[config.mk]
export PLATFORM = sky130hd
export DESIGN_NAME = mem_miss_arbiter
export DESIGN_NICKNAME = d
export VERILOG_FILES = /design/src/rtl/mem_miss_arbiter.sv
export SDC_FILE = /design/constraint.sdc
export NUM_CORES = 1
export LEC_CHECK = 0
export ABC_AREA = 1
export CORE_AREA = 2 2 129 131
export DETAILED_ROUTE_END_ITERATION = 16
export DIE_AREA = 0 0 131 133
export PLACE_DENSITY = 0.74
export SYNTH_ARGS = -nofsm -noshare
export SYNTH_HDL_FRONTEND = slang
export SYNTH_SLANG_ARGS = --single-unit
export TNS_END_PERCENT = 10
[constraint.sdc]
create_clock -name clk -period 1.87 [get_ports clk]
set_input_delay 0.561 -clock clk [delete_from_list [all_inputs] [get_ports clk]]
set_output_delay 0.561 -clock clk [all_outputs]
set_load 0.02 [all_outputs]
[src/rtl/mem_miss_arbiter.sv]
// rtl/mem_miss_arbiter.sv - shares one external memory port between I-cache and D-cache line transfers
//
// Purpose:
//   Arbitrates I-cache refills against D-cache refills/writebacks, runs one
//   line transfer at a time on the shared memory port, steers response beats
//   back to the owner and raises the pipeline memory-wait stall.
//
// Ports:
//   clk, reset_n          clock, synchronous active-low reset
//   i_req, i_addr         I-cache miss request (level) and line address
//   d_req, d_addr, d_we   D-cache request (level), line address, 1=writeback
//   mem_req_*             request channel to memory (valid/ready, addr, we)
//   mem_rsp_*             response beats from memory (valid, last, data)
//   i_rsp_valid           response beat belongs to the I-cache
//   d_rsp_valid           response beat belongs to the D-cache
//   rsp_last, rsp_data    final-beat flag and beat data for the owner
//   stall_miss            pipeline memory-wait stall
//   proto_err             sticky last/beat-count mismatch flag

module mem_miss_arbiter #(
    parameter int ADDR_W     = 64,
    parameter int DATA_W     = 64,
    parameter int BEATS      = 8,
    parameter int STARVE_MAX = 4
) (
    input  logic              clk,
    input  logic              reset_n,
    input  logic              i_req,
    input  logic [ADDR_W-1:0] i_addr,
    input  logic              d_req,
    input  logic [ADDR_W-1:0] d_addr,
    input  logic              d_we,
    output logic              mem_req_valid,
    input  logic              mem_req_ready,
    output logic [ADDR_W-1:0] mem_req_addr,
    output logic              mem_req_we,
    input  logic              mem_rsp_valid,
    input  logic              mem_rsp_last,
    input  logic [DATA_W-1:0] mem_rsp_data,
    output logic              i_rsp_valid,
    output logic              d_rsp_valid,
    output logic              rsp_last,
    output logic [DATA_W-1:0] rsp_data,
    output logic              stall_miss,
    output logic              proto_err
);

    localparam int BCNT_W = (BEATS > 1) ? $clog2(BEATS) : 1;
    localparam int SCNT_W = $clog2(STARVE_MAX + 1);
    localparam logic [BCNT_W-1:0] LAST_IDX   = BCNT_W'(BEATS - 1);
    localparam logic [SCNT_W-1:0] STARVE_LIM = SCNT_W'(STARVE_MAX);

    typedef enum logic [1:0] {
        ST_IDLE = 2'd0,
        ST_REQ  = 2'd1,
        ST_RESP = 2'd2,
        ST_DONE = 2'd3
    } state_t;

    state_t              r_state;
    state_t              w_state_nxt;
    logic                r_owner;        // 0 = I-cache, 1 = D-cache
    logic [ADDR_W-1:0]   r_addr;
    logic                r_we;
    logic [BCNT_W-1:0]   r_beat_cnt;
    logic [SCNT_W-1:0]   r_starve_cnt;
    logic                r_proto_err;

    logic                w_grant_d;
    logic                w_grant_i;
    logic                w_beat;
    logic                w_bad_count;

    // D normally wins; once I has watched STARVE_MAX consecutive D grants it
    // takes the next slot.
    assign w_grant_d = d_req & ~(i_req & (r_starve_cnt == STARVE_LIM));
    assign w_grant_i = i_req & ~w_grant_d;

    // Beats outside RESP (stray or left over from an abandoned transfer) are
    // dropped silently.
    assign w_beat = (r_state == ST_RESP) & mem_rsp_valid;

    // A writeback is acknowledged by a single last beat, so only refills are
    // held to the line length.
    assign w_bad_count = ~r_we & ((mem_rsp_last & (r_beat_cnt != LAST_IDX)) |
                                  (~mem_rsp_last & (r_beat_cnt == LAST_IDX)));

    always_ff @(posedge clk) begin
        if (!reset_n) begin
            r_state      <= ST_IDLE;
            r_owner      <= 1'b0;
            r_addr       <= '0;
            r_we         <= 1'b0;
            r_beat_cnt   <= '0;
            r_starve_cnt <= '0;
            r_proto_err  <= 1'b0;
        end else begin
            r_state <= w_state_nxt;
            case (r_state)
                ST_IDLE: begin
                    if (w_grant_d) begin
                        r_owner <= 1'b1;
                        r_addr  <= d_addr;
                        r_we    <= d_we;
                        if (i_req && (r_starve_cnt != STARVE_LIM)) begin
                            r_starve_cnt <= r_starve_cnt + 1'b1;
                        end
                    end else if (w_grant_i) begin
                        r_owner      <= 1'b0;
                        r_addr       <= i_addr;
                        r_we         <= 1'b0;
                        r_starve_cnt <= '0;
                    end
                end
                ST_REQ: begin
                    if (mem_req_ready) begin
                        r_beat_cnt <= '0;
                    end
                end
                ST_RESP: begin
                    if (mem_rsp_valid) begin
                        r_beat_cnt <= (r_beat_cnt == LAST_IDX) ? '0 : r_beat_cnt + 1'b1;
                        if (w_bad_count) begin
                            r_proto_err <= 1'b1;
                        end
                    end
                end
                default: begin
                end
            endcase
        end
    end

    always_comb begin
        w_state_nxt   = r_state;
        mem_req_valid = 1'b0;
        mem_req_addr  = '0;
        mem_req_we    = 1'b0;
        i_rsp_valid   = 1'b0;
        d_rsp_valid   = 1'b0;
        rsp_last      = 1'b0;
        rsp_data      = '0;
        stall_miss    = 1'b0;
        proto_err     = 1'b0;

        case (r_state)
            ST_IDLE: if (i_req || d_req)                 w_state_nxt = ST_REQ;
            ST_REQ:  if (mem_req_ready)                  w_state_nxt = ST_RESP;
            ST_RESP: if (mem_rsp_valid && mem_rsp_last)  w_state_nxt = ST_DONE;
            default:                                     w_state_nxt = ST_IDLE;
        endcase

        // Outputs are forced low while reset is held, even though the state
        // registers only clear on the next edge.
        if (reset_n) begin
            mem_req_valid = (r_state == ST_REQ);
            mem_req_addr  = r_addr;
            mem_req_we    = r_we;
            i_rsp_valid   = w_beat & ~r_owner;
            d_rsp_valid   = w_beat & r_owner;
            rsp_last      = w_beat & mem_rsp_last;
            rsp_data      = mem_rsp_data;
            proto_err     = r_proto_err;
            case (r_state)
                ST_IDLE: stall_miss = i_req | d_req;
                // The served owner has dropped its request here, so only a
                // waiting non-owner keeps the pipeline frozen.
                ST_DONE: stall_miss = r_owner ? i_req : d_req;
                default: stall_miss = 1'b1;
            endcase
        end
    end

endmodule

==> impl.org <==
** Status
- Run status :: finished with violations
- Violations in the final reports :: setup timing

** Clocking
- For the worst-skew pair, the clock arrives at the later sink with an insertion delay of 0.34 ns.
- TritonCTS created 9 clock buffers.
- CTS tree :: yes
- TritonCTS Sinks :: 75
- Library cell used as clock root buffer :: sky130_fd_sc_hd__clkbuf_16
- Buffers inserted to repair hold after CTS numbered 0.
- CTS built an H-tree with a depth of 3.
- The longest clock path from root to sink contains 2 buffers.
- Clk pin slew, worst setup/hold paths :: 0.06 ns

** Critical path
- Critical Setup Path Class :: reg -> out
- Data on the critical path is required at its endpoint by 1.31 ns.
- STA classifies the critical path endpoint as an output pin.
- Arrival time at the worst endpoint :: 1.40 ns
- In this run the critical register-to-register path is captured at r_addr[2].
- Startpoint of the worst-slack reg-to-reg timing path :: r_state[1]
- Path depth of the worst reg2reg path :: 11
- Nature of the critical path startpoint :: register
- Max Fanout on Critical Path :: 3
- The worst register-to-register path has a setup slack of 0.20 ns.

** Yosys
- The most used flip-flop cell after synthesis is sky130_fd_sc_hd__dfxtp_1.
- Proportion of synthesized chip area in sequential cells :: 30.5%
- Library cell with the largest summed area after synthesis :: sky130_fd_sc_hd__dfxtp_1
- Number of synthesized flops with an enable pin :: 0
- Synthesis warning total :: 0
- Synth Net Count :: 1059
- Largest cells by area after synthesis :: sky130_fd_sc_hd__dfxtp_1 30%, sky130_fd_sc_hd__nand2_1 26%, sky130_fd_sc_hd__inv_1 16%
- Synth cell types :: 22
- A synthesized cell averages 5.79 um2.
- Flop and latch count out of synthesis :: 75
- After synthesis, the largest area contributor takes up 30.5% of total cell area.
- In the synthesized netlist, the number of instances is 851.
- Counting flops with an async set or reset pin after synthesis yields a share of 0%.
- Cell area after synthesis :: 4930 um2

** STA
- Final-report setup violation count :: 2
- Max Fclk :: 509 MHz
- Number of max-slew violations in the final report :: 0
- Post-layout worst setup margin :: -0.0931 ns
- The number of failing hold endpoints at the final stage was 0.
- Transition at the pin with the smallest max-transition slack :: 0.624 ns
- Post-route minimum period :: 1.96 ns
- Headroom to the max-slew limit came out at 58.4%.
- Sum of negative setup slack :: -0.0978 ns
- RSZ-0062 raised after global routing :: yes
- Period utilisation layout :: 105%
- For the final database, setup skew stands at 0.00491 ns.

** Routing
- Residual antenna-violating net count after detailed routing :: 0
- Post-DR vias/cell :: 4.31
- After the first detailed-routing iteration, the DRC count stood at 233.
- After detailed routing, the total wire length is 20200 um.
- First-pass iteration count of the detailed router :: 6
- For this run, design rule violations remaining after detail routing come to 0.
- Via count :: 6190
- Post-DR wirelength/cell :: 14.1 um

** Min path
- The worst hold path terminates at r_proto_err.
- The worst hold path begins at r_proto_err.
- Worst hold path stage count :: 2
- Hold/Removal Path Class :: reg -> reg

** Die
- Initial cell density of the core :: 30.5%
- Core footprint :: 16200 um2
- DIE AREA :: 17400 um2
- Total number of placement rows :: 47
- Floorplan die width :: 131 um
- Die extent in y :: 133 um
- Pin placement for this block handled 335 I/O pins.

** Global routing
- Entering global routing, the biggest net connects 54 pins.
- Global routing used 22.5% of the available tracks across all layers.
- Wire length of the first global-routing pass :: 30200 um
- Number of global-route vias before repair :: 5938
- Initial antenna violation count :: 1
- The total overflow left after global routing is 0.

** Placement
- Port Buffers :: 334
- Final weighted congestion in routability-driven placement :: 0.853
- Detailed placer's ending HPWL :: 15400 um
- Placed inst area :: 8840 um2

** Finish
- Number of inserted filler cells in the final layout :: 1595
- After routing the design area is 9070 um2.
- Final net count :: 1419
- Cells with a size suffix above 1 make up 20.2% of the layout.
- Relative to the synthesized area, the layout overhead comes to 84.1%.

** Power and ir drop
- Power spread over the standard cell area amounts to 833 nW/um2.
- VDD IR max :: 0.000498 V
- Static leakage power :: 5.37 nW

** Flow run
- Max-cap violations in this run came to 0.
cell usage in the layout, fill, tap and decap left out, types with 14 or more instances in the layout:
master	count
sky130_fd_sc_hd__buf_6	18
sky130_fd_sc_hd__inv_1	195
sky130_fd_sc_hd__nand2_1	342
sky130_fd_sc_hd__dlygate4sd2_1	14
sky130_fd_sc_hd__clkdlybuf4s15_2	30
sky130_fd_sc_hd__clkdlybuf4s50_1	181
sky130_fd_sc_hd__nand3b_1	64
sky130_fd_sc_hd__buf_2	59
sky130_fd_sc_hd__dfxtp_1	73
sky130_fd_sc_hd__buf_4	71
sky130_fd_sc_hd__nand3_1	70
where the power goes:
group | internal (mW) | switching, mW | total [mW]
Combinational | 1.73 | 2.07 | 3.80
Clock | 0.880 | 0.670 | 1.55
Sequential | 2.06 | 0.155 | 2.21
Total | 4.67 | 2.89 | 7.56
sequential cells by signal, summed over array words and instances (netlist names):
| name | count |
|---|---|
| r_addr | 64 |
| r_beat_cnt | 3 |
| r_owner | 1 |
| r_proto_err | 1 |
| r_starve_cnt | 3 |
| r_state | 2 |
| r_we | 1 |
area by class of cell:
cell class	instances	area (um2)	area share, %
inverters	206	776	8.55
clock buffers	9	225	2.48
flip-flops and latches	75	1500	16.6
multi-input cells	520	2530	27.8
repair buffers	399	3730	41.1
diodes	1	2.50	0.0276
clock inverters	6	33.8	0.372
well taps	220	275	3.03
synth_stat cells, types with 2 or more instances:
master,instances
sky130_fd_sc_hd__buf_4,6
sky130_fd_sc_hd__inv_1,204
sky130_fd_sc_hd__nand3_1,71
sky130_fd_sc_hd__nor2_1,11
sky130_fd_sc_hd__dfxtp_1,75
sky130_fd_sc_hd__nand3b_1,64
sky130_fd_sc_hd__o21ai_0,2
sky130_fd_sc_hd__nand2_1,346
sky130_fd_sc_hd__buf_2,17
sky130_fd_sc_hd__xor2_1,3
sky130_fd_sc_hd__clkbuf_1,23
sky130_fd_sc_hd__a21oi_1,7
sky130_fd_sc_hd__inv_2,2
sky130_fd_sc_hd__buf_1,2
sky130_fd_sc_hd__nor3_1,3
sky130_fd_sc_hd__ha_1,8
sky130_fd_sc_hd__buf_6,2
worst max path at each step:
stage	start	slack (ns)	cells past startpoint	endpoint
2_1_floorplan	reset_n	-0.04	5	rsp_data[10]
3_3_place_gp	i_req	-0.72	6	stall_miss
3_5_place_dp	i_req	-0.74	6	stall_miss
4_1_cts	r_state[0]	-0.08	7	stall_miss
5_1_grt	r_state[1]	-0.14	7	stall_miss
6_report	r_state[1]	-0.09	7	stall_miss
routing by layer:
layer	up-vias	GRT usage, %	share of wire (%)
met4	0	11.0	4.6
met3	46	6.27	7.6
li1	3193	-	-
met1	2730	23.5	37
met5	-	0	0
met2	221	40.7	50
cell families (layout without fill, tap and decap cells):
family | after synthesis | after routing | synth area share (%)
AND/OR/NAND/NOR | 498 | 498 | 45.1
adder cells (fa/ha/maj) | 8 | 8 | 2.03
AO/OA/AOI/OAI | 11 | 11 | 1.17
other | 0 | 1 | 0
buffers and inverters | 256 | 620 | 20.7
XOR/XNOR | 3 | 3 | 0.533
flip-flops | 75 | 75 | 30.5
worst max-delay path, cell delays in order (launching register included):
cell and delay, ns:
sky130_fd_sc_hd__dfxtp_2 0.34, sky130_fd_sc_hd__inv_2 0.09, sky130_fd_sc_hd__ha_4 0.14, sky130_fd_sc_hd__inv_2 0.05, sky130_fd_sc_hd__nor2_4 0.11, sky130_fd_sc_hd__nor2_2 0.05
sky130_fd_sc_hd__a21oi_2 0.13, sky130_fd_sc_hd__buf_4 0.15
stage by stage:
step / hold WS (ns) / utilization (%) / power (mW) / cells / worst slack, ns
6_report: 0.446 / 56.1 / 7.56 / 1436 / -0.0931
5_1_grt: 0.512 / 56.1 / 8.09 / 1435 / -0.142
4_1_cts: 0.450 / 55.7 / 7.50 / 1432 / -0.0754
3_5_place_dp: 0.436 / 54.7 / 5.87 / 1411 / -0.737
3_3_place_gp: 0.431 / 54.7 / 5.82 / 1411 / -0.721
2_1_floorplan: 0.417 / - / 4.09 / 851 / -0.0411
timing repair:
| action | CTS | global route |
|---|---|---|
| pin swaps | 6 | 4 |
| setup buffers | 5 | 2 |
| setup endpoints to repair | 135 | 93 |
| resized for setup | 522 | 104 |
| gates cloned | 1 | 1 |
Note: power is estimated with default switching activity, not from simulation.
==> RTL change, RTL diff (same settings) <==
Encoding of `state_t`: now Gray code (2 bits for 4 states).
--- a/src/rtl/mem_miss_arbiter.sv
+++ b/src/rtl/mem_miss_arbiter.sv
@@ -51,10 +51,10 @@
     localparam logic [SCNT_W-1:0] STARVE_LIM = SCNT_W'(STARVE_MAX);
 
     typedef enum logic [1:0] {
-        ST_IDLE = 2'd0,
-        ST_REQ  = 2'd1,
-        ST_RESP = 2'd2,
-        ST_DONE = 2'd3
+        ST_IDLE = 2'b00,
+        ST_REQ  = 2'b01,
+        ST_RESP = 2'b11,
+        ST_DONE = 2'b10
     } state_t;
 
     state_t              r_state;
Behaviour: no difference found for any inputs over 4 cycles, from zero or initial values and one cycle with reset_n low; so few cycles prove little.
==> RTL change against the original RTL <==
  * Setup slack better by 28 ps
  * Sequential share of layout area rose by 0.053 points
  * Critical path depth decreased by 1
  * Largest cell class unchanged
  * Count of clock-buffer cells in the layout increased by 1
  * Final area about the same
  * Maximum frequency grew 1.4%
  * The flow still finishes with violations (negative setup slack)
  * Critical path type is now in2out
  * Sequential cell count did not move
  * Area after synthesis increased by 1.4%
  * Wire length decreased by 3.5%
  * Final cell count grew 6.0%
  * Clock skew is essentially flat
  * Via count up 2.4%
Power is not compared: it rests on default switching activity, and its combinational part moved more than twofold at a synthesized area within 25%.
==> RTL change: results (changes against the original RTL) <==
Lkg Pwr: 5.81 nW
Hold_buf cts: 0 (unchanged)
DRT antenna net count: 0 (unchanged)
Avg Inst Size Synth: 5.45 um2 (-5.9%)
Clk buf depth: 2 (unchanged)
Worst r2r dst: r_proto_err
Worst-path clk slew: 60 ps (about the same)
Largest net degree at the start of global routing: 46 (-15%)
Post-CTS Setup Bufs: 10 (+5)
Fraction of layout cells with a size suffix above 1: 20.4% (+0.11 points)
Number of vias per cell: 4.17 (-3.4%)
Synth warn: 0 (unchanged)
Post-synth net total: 1,121 (+5.9%)
Main synth FF type: dfxtp_1
Inserted Diodes: 0 (-1)
Pre-antenna DRT Iters: 7 (+1)
H-tree depth: 3 (unchanged)
Gr usage total: 21.7% (-0.86 points)
Post_cts resized: 545 (+4.4%)
Gp weighted congestion: 0.867 (+1.6%)
Slew Limit Headroom: 71.3% (+13 points)
Worst setup margin: -65.2 ps (+27.9 ps)
Max VDD drop: 0.378 mV
Worst-path fanout max: 15 (+12)
Status: complete, but fails checks
Initial DRC Count: 279 (+20%)
Synth unique cells: 18 (-18%)
Clock Tree Root: clkbuf_16
R2R cell count: 12 (+1)
Initial antenna violation count: 0 (-1)
Worst r2r src: r_state[0]
Worst Hold Launch: r_proto_err
Cell area after placement: 0.00902 mm2 (+2.0%)
Clk_skew: 4.67 ps (-0.235 ps)
Fin nets: 1,502 (+5.8%)
Top post-synthesis cells by count: nand2_1, inv_1, nand3_1
Post-DP HPWL: 14,900 um (-2.9%)
Vias in the first global route: 5,918 (-0.34%)
Setup TNS: -866 ps (-769 ps)
Wire per inst: 12.8 um (-8.9%)
Crit path DAT: 1370 ps (-30 ps)
Final setup viols: 16 (+14)
Clock latency on the worst-skew pair: 330 ps
First-pass GRT wire length: 29,400 um (-2.3%)
Port Buf Inserts: 334 (unchanged)
Worst hold path stage count: 2 (unchanged)
Flop2flop setup slack: 40 ps (-160 ps)
Worst hold endpoint: r_proto_err
Hold Crit Class: reg2reg
Violated checks: negative setup slack
Vias: 6,340 (+2.4%)
DP Worst Slack: -714 ps (+22.5 ps)
Biggest registers after layout: r_addr x64, r_beat_cnt x3, r_starve_cnt x3
Synth async-reset ratio: 0% (unchanged)
Part of the Yosys area used for sequential elements: 30.0% (-0.43 points)
Total CTS buffers: 9 (unchanged)
Synth top area cells: dfxtp_1, nand2_1, inv_1
## RTL change: worst max-delay path by stage
stage / start / endpoint / slack, ps / cells past startpoint
finish: reset_n / rsp_data[28] / -70 / 6
global route: reset_n / rsp_data[28] / -90 / 6
CTS: i_req / stall_miss / -230 / 5
detailed placement: i_req / stall_miss / -710 / 6
global placement: i_req / stall_miss / -700 / 6
floorplan: reset_n / rsp_data[43] / 0.9 / 4
## RTL change: per-layer routing
layer	GRT usage, %	wire length [um]	vias to the layer above
met5	0	0	-
met3	6.47	1760	19
met2	37.3	9370	232
li1	-	-	3356
met4	6.80	318	0
met1	25.6	8080	2733
## RTL change: where the power goes
part           switching [W]  total, W  internal [W]  leakage, nW
Combinational       0.000831   0.00169      0.000854         5.05
Clock               0.000687   0.00176       0.00107        0.141
Sequential         0.0000440   0.00178       0.00174        0.619
Total                0.00156   0.00522       0.00366         5.81
## RTL change: worst max-delay path: stages
cell	delay, ps
buf_4	130
buf_12	140
bufbuf_16	280
nand2_1	60
inv_1	40
buf_4	140
## RTL change: stage by stage
stage	util (%)	hold WS [ps]
floorplan	-	419
global placement	55.8	442
detailed placement	55.8	473
CTS	54.6	489
global route	56.1	502
finish	56.1	488
## RTL change: final cells by class
class / count / area, um2
clock buffers: 10 / 239
clock inverters: 5 / 62.6
fillers: 1630 / 7100
inverters: 273 / 1020
multi-input cells: 519 / 2250
flip-flops and latches: 75 / 1510
well taps: 220 / 275
repair buffers: 420 / 3720
## RTL change: cells by family after synthesis
logic type / synth area share [%]
buffers and inverters: 25.8
flip-flops: 30.0
AND/OR/NAND/NOR: 42.0
adder cells (fa/ha/maj): 1.00
AO/OA/AOI/OAI: 1.20
